$ cat src/rtl/muldiv_unit.sv
// muldiv_unit: iterative radix-2 multiplier/divider taking WIDTH cycles per operation.
// Define MULDIV_DIV_EN to build the restoring divider; without it divides return err.
module muldiv_unit #(
    parameter int WIDTH = 32
) (
    input  logic             clk,
    input  logic             clear,
    input  logic             start,
    input  logic             op_div,
    input  logic             sign_en,
    input  logic [WIDTH-1:0] a,
    input  logic [WIDTH-1:0] b,
    output logic             busy,
    output logic             done,
    output logic [WIDTH-1:0] hi,
    output logic [WIDTH-1:0] lo,
    output logic             err
);
    localparam int CW = $clog2(WIDTH + 1);

    typedef enum logic [1:0] {IDLE, RUN, FIX, DONE} state_t;

    state_t             state, state_nx;
    logic [CW-1:0]      cnt;
    logic [WIDTH-1:0]   m, p_hi, p_lo;
    logic               neg_q, fault_q;
    logic               accept, a_neg, b_neg, fault_in;
    logic [WIDTH-1:0]   a_mag, b_mag, m_in, hi_in, lo_in;
    logic [WIDTH:0]     sum;
    logic [WIDTH-1:0]   step_hi, step_lo, res_hi, res_lo;
    logic [2*WIDTH-1:0] prod;

    assign accept = start && (state == IDLE || state == DONE);
    assign busy   = state == RUN || state == FIX;
    assign done   = state == DONE;
    assign a_neg  = sign_en && a[WIDTH-1];
    assign b_neg  = sign_en && b[WIDTH-1];
    assign a_mag  = a_neg ? -a : a;
    assign b_mag  = b_neg ? -b : b;
    assign sum    = {1'b0, p_hi} + (p_lo[0] ? {1'b0, m} : '0);
    assign prod   = neg_q ? -{p_hi, p_lo} : {p_hi, p_lo};

`ifdef MULDIV_DIV_EN
    logic           div_q, rneg_q, div0, fits;
    logic [WIDTH:0] shifted;

    // Divide-by-zero bypasses the iterations and parks a / all-ones for FIX to publish.
    assign div0     = op_div && b == '0;
    assign fault_in = div0;
    assign m_in     = op_div ? b_mag : a_mag;
    assign hi_in    = div0 ? a : '0;
    assign lo_in    = op_div ? (div0 ? '1 : a_mag) : b_mag;
    assign shifted  = {p_hi, p_lo[WIDTH-1]};
    assign fits     = shifted >= {1'b0, m};
    assign step_hi  = div_q ? (fits ? shifted[WIDTH-1:0] - m : shifted[WIDTH-1:0]) : sum[WIDTH:1];
    assign step_lo  = div_q ? {p_lo[WIDTH-2:0], fits} : {sum[0], p_lo[WIDTH-1:1]};
    assign res_hi   = fault_q ? p_hi : div_q ? (rneg_q ? -p_hi : p_hi) : prod[2*WIDTH-1:WIDTH];
    assign res_lo   = fault_q ? p_lo : div_q ? (neg_q ? -p_lo : p_lo) : prod[WIDTH-1:0];

    always_ff @(posedge clk or negedge clear) begin
        if (!clear) {div_q, rneg_q} <= '0;
        else if (accept) {div_q, rneg_q} <= {op_div, a_neg};
    end
`else
    assign fault_in = op_div;
    assign m_in     = a_mag;
    assign hi_in    = '0;
    assign lo_in    = op_div ? '0 : b_mag;
    assign step_hi  = sum[WIDTH:1];
    assign step_lo  = {sum[0], p_lo[WIDTH-1:1]};
    assign res_hi   = fault_q ? p_hi : prod[2*WIDTH-1:WIDTH];
    assign res_lo   = fault_q ? p_lo : prod[WIDTH-1:0];
`endif

    // Faulted requests pass through FIX so done still lands one edge after acceptance.
    always_comb begin
        state_nx = state;
        if (accept) state_nx = fault_in ? FIX : RUN;
        else if (state == RUN) state_nx = cnt == CW'(WIDTH - 1) ? FIX : RUN;
        else if (state == FIX) state_nx = DONE;
        else if (state == DONE) state_nx = IDLE;
    end

    always_ff @(posedge clk or negedge clear) begin
        if (!clear) begin
            state   <= IDLE;
            cnt     <= '0;
            m       <= '0;
            p_hi    <= '0;
            p_lo    <= '0;
            neg_q   <= 1'b0;
            fault_q <= 1'b0;
            hi      <= '0;
            lo      <= '0;
            err     <= 1'b0;
        end else begin
            state <= state_nx;
            if (accept) begin
                cnt     <= '0;
                m       <= m_in;
                p_hi    <= hi_in;
                p_lo    <= lo_in;
                neg_q   <= a_neg ^ b_neg;
                fault_q <= fault_in;
            end else if (state == RUN) begin
                cnt  <= cnt + 1'b1;
                p_hi <= step_hi;
                p_lo <= step_lo;
            end else if (state == FIX) begin
                hi  <= res_hi;
                lo  <= res_lo;
                err <= fault_q;
            end
        end
    end
endmodule

$ cat config.mk
export PLATFORM = sky130hd
export DESIGN_NAME = muldiv_unit
export DESIGN_NICKNAME = d
export VERILOG_FILES = /design/src/rtl/muldiv_unit.sv
export SDC_FILE = /design/constraint.sdc
export NUM_CORES = 1
export LEC_CHECK = 0
export CAP_MARGIN = 5
export CELL_PAD_IN_SITES_DETAIL_PLACEMENT = 0
export CELL_PAD_IN_SITES_GLOBAL_PLACEMENT = 1
export CORE_ASPECT_RATIO = 0.6
export CORE_MARGIN = 5
export CORE_UTILIZATION = 35
export DETAILED_ROUTE_END_ITERATION = 8
export PLACE_DENSITY_LB_ADDON = 0.3
export SETUP_SLACK_MARGIN = 0.2
export SLEW_MARGIN = 10
export SYNTH_ARGS = -nofsm -noshare
export SYNTH_HDL_FRONTEND = slang
export SYNTH_SLANG_ARGS = --single-unit
export TNS_END_PERCENT = 1
$ cat constraint.sdc
create_clock -name clk -period 9.8 [get_ports clk]
set_clock_uncertainty 0.05 [all_clocks]
set_input_delay 1.47 -clock clk [delete_from_list [all_inputs] [get_ports clk]]
set_output_delay 1.47 -clock clk [all_outputs]
set_load 0.005 [all_outputs]
==> metrics.yaml <==
synthesis:
  synth_edf_count: 0
  synth.distinct_cells: 60
  synth-warning-count: 0
  syn_inst: 1314
  yosys-top-cells-area: "dfrtp_1 (38%), a21oi_1 (6.1%), xnor2_1 (5.9%)"
  synth.avg_cell_area_um2: 8.52
  ys_ff_latch: 171
  synth_seq_area_share_pct: 38.2
  synth_top_area_share_pct: 38.2
  ys.flop_type: "dfrtp_1"
  syn_area_mm2: 0.0112
  async_reset_ff_share_pct: 100
  synth_largest_area_cell: "dfrtp_1"
  synth_nets: 1423
global_route:
  met3_usage_pct: 3.89
  grt_max_degree: 104
  met2_usage_pct: 25.6
  grt_usage_pct: 19.4
  grt_pass1_vias: 9091
  grt-ovfl-total: 0
  use_met1_pct: 32.2
  grt-busiest-layer: "met1"
  grt_pass1_wl_um: 54300
  antenna_found_initial: 0
power_and_ir_drop:
  p_per_area_mw_per_mm2: 304
  ir_worst_vdd_mv: 0.149
  leakage_uw: 0.00565
setup_path:
  crit_fanout: 4
  critPathBufInv: 1
  required_ps: 10050
  crit_arrival_ps: 4430
  start_kind: "input port"
  cp_slowest_cell: "nor4_1"
  cp_cell_sequence: "clkdlybuf4s50_1, or3_1, nor4_1, nand2_1, nor3_1, nand3_1, o31ai_1, xor2_1, o22ai_1"
  worstRegToRegCells: 12
  path_depth: 9
  cp_top_family: "simple AND/OR/NAND/NOR gates"
  end_kind: "register"
  path_class: "in2reg"
  slowest_delay_ps: 620
route:
  num_vias: 9881
  route.detailed.drc: 0
  drt_wl_total_um: 34900
  ant_nets: 0
  drtIter0Drc: 1029
  viasPerCell: 5.40
  wire_per_inst_um: 19.1
  drt-pass1-iter-count: 7
run_status:
  run_status: "completed"
finish:
  finalNonFillerCells: 1830
  nNetsFinal: 1509
  drive_above_1_share_pct: 4.39
  fillCellCount: 3102
  layout_common_cells: "nor2_1 (171), dfrtp_1 (171), a21oi_1 (137)"
  multi_input_area_mm2: 0.00657
  areaGrowthSynthToFinish_pct: 20.6
  final_area_mm2: 0.0135
  register_area_mm2: 0.00428
floorplanning:
  coreArea_mm2: 0.0313
  dieWidth_um: 241
  initial_core_util_pct: 35.7
  rows: 50
  die_area_mm2: 0.0358
  ioPinCount: 136
  die_y_um: 149
placed_design:
  pre_cts_ws_ps: 5230
  gp_congestion: 0.918
  dp_hpwl_um: 26300
  io_buffers: 135
  dpl.cell_count: 1797
  post_dp_cell_area_mm2: 0.0129
timing:
  worst_slew_pin_slew_ps: 1010
  slew_violations: 0
  rsz0062_at_grt: "no"
  clock.fmax_mhz: 239
  finalCritPeriodShare_pct: 42.7
  final_hold_viol_count: 0
  period_minus_slack_ps: 4180
  tns_ps: 0
  slew-limit-headroom_pct: 32.6
  fin_ws_ps: 5620
  setup_viol: 0
cts:
  path_clk_slew_ps: 70
  clkSinkCount: 171
  cts_max_level: 4
  cts-root-buf: "clkbuf_16"
  post_cts.repair.setup_buffers: 0
  clock_latency_ps: 450
  holdBufCountCts: 0
  clock_path_buffers: 2
  numCtsBuffers: 17
  cts-resized-gates: 0
  cts_tree: "done"
job:
  maxCapViolCount: 0
worst_hold_path:
  min_path_cells: 2
  hold_path.class: "reg2reg"
## registers in the layout, summed over array words and instances (netlist names)
signal	cells
m	32
err	1
hi	32
fault_q	1
cnt	6
lo	32
p_hi	32
neg_q	1
state	2
p_lo	32
## metal layers
layer  vias to the layer above  routed length [µm]  share of wire [%]
met3                        18                2450                7.0
met4                         0                 288               0.82
met5                         -                   0                  0
met2                       304               13700                 39
met1                      4725               18500                 53
li1                       4834                   -                  -
## area by class of cell
| type | instances | share of cell area, % |
|---|---|---|
| repair buffers | 145 | 10.6 |
| multi-input cells | 1042 | 48.6 |
| diodes | 1 | 0.0185 |
| flip-flops and latches | 171 | 31.7 |
| clock buffers | 18 | 3.25 |
| clock inverters | 14 | 1.33 |
| inverters | 23 | 0.639 |
| well taps | 416 | 3.85 |
## through the flow
stage | hold WS, ps | power (µW) | util (%)
final | 422 | 4110 | 43.1
after global routing | 462 | 4420 | 43.1
after CTS | 429 | 4140 | 43.1
after detailed placement | 414 | 3390 | 41.1
after global placement | 404 | 3370 | 41.1
after floorplan | 388 | 2560 | -
## kinds of logic after synthesis
logic type,count (synthesis),share of synthesized area [%]
simple gates,459,19.7
fa+ha+maj,40,4.54
compound gates,347,18.2
flops,171,38.2
buf+inv,101,3.39
mux,50,4.52
xor+xnor,146,11.4
## worst reg2reg max path, cell delays in order, from the launching register on
cell and delay, ps:
dfrtp_1 480, and2_1 170, ha_1 200, inv_1 70, fa_1 380, nor2b_1 220
o211ai_1 140, nand3b_1 190, a31oi_1 200, o31ai_1 590, a21oi_1 350, or3b_2 520
o211ai_1 100
## worst paths after layout
kind / startpoint / end / slack [ps]
min in group asynchronous: clear / lo[25] / 1110
setup reg to reg: p_lo[0] / p_hi[25] / 6070
hold reg to reg: m[9] / m[9] / 420
max in group asynchronous: clear / m[25] / 7050
hold / removal: m[9] / m[9] / 420
setup / recovery: b[2] / p_lo[27] / 5620
## cells in the mapped netlist (3+ instances only)
cell type  number
a211oi_1        4
a21o_1         12
a21oi_1       137
a221o_1         3
a31oi_1        11
and2_1         39
and3_1         10
buf_1           6
clkbuf_1       72
dfrtp_1       171
ha_1           39
inv_1          23
mux2_2          4
mux2i_1        46
nand2_1        99
nand2b_1        9
nand3_1        18
nand4_1        14
nor2_1        171
nor2b_1         8
nor3_1         30
nor3b_1         4
nor4_1         15
o211ai_1        4
o21a_1          6
o21ai_0        91
o21bai_1        6
o22ai_1        26
o31ai_1        19
o41ai_1         8
or2_2           3
or3_1          19
or4_1           9
xnor2_1        75
xor2_1         71
## power breakdown
group	total, µW	internal, µW	switching [µW]
registers	1350	1030	325
logic	2030	898	1130
clock network	727	414	313
(Power assumes the default switching activity.)
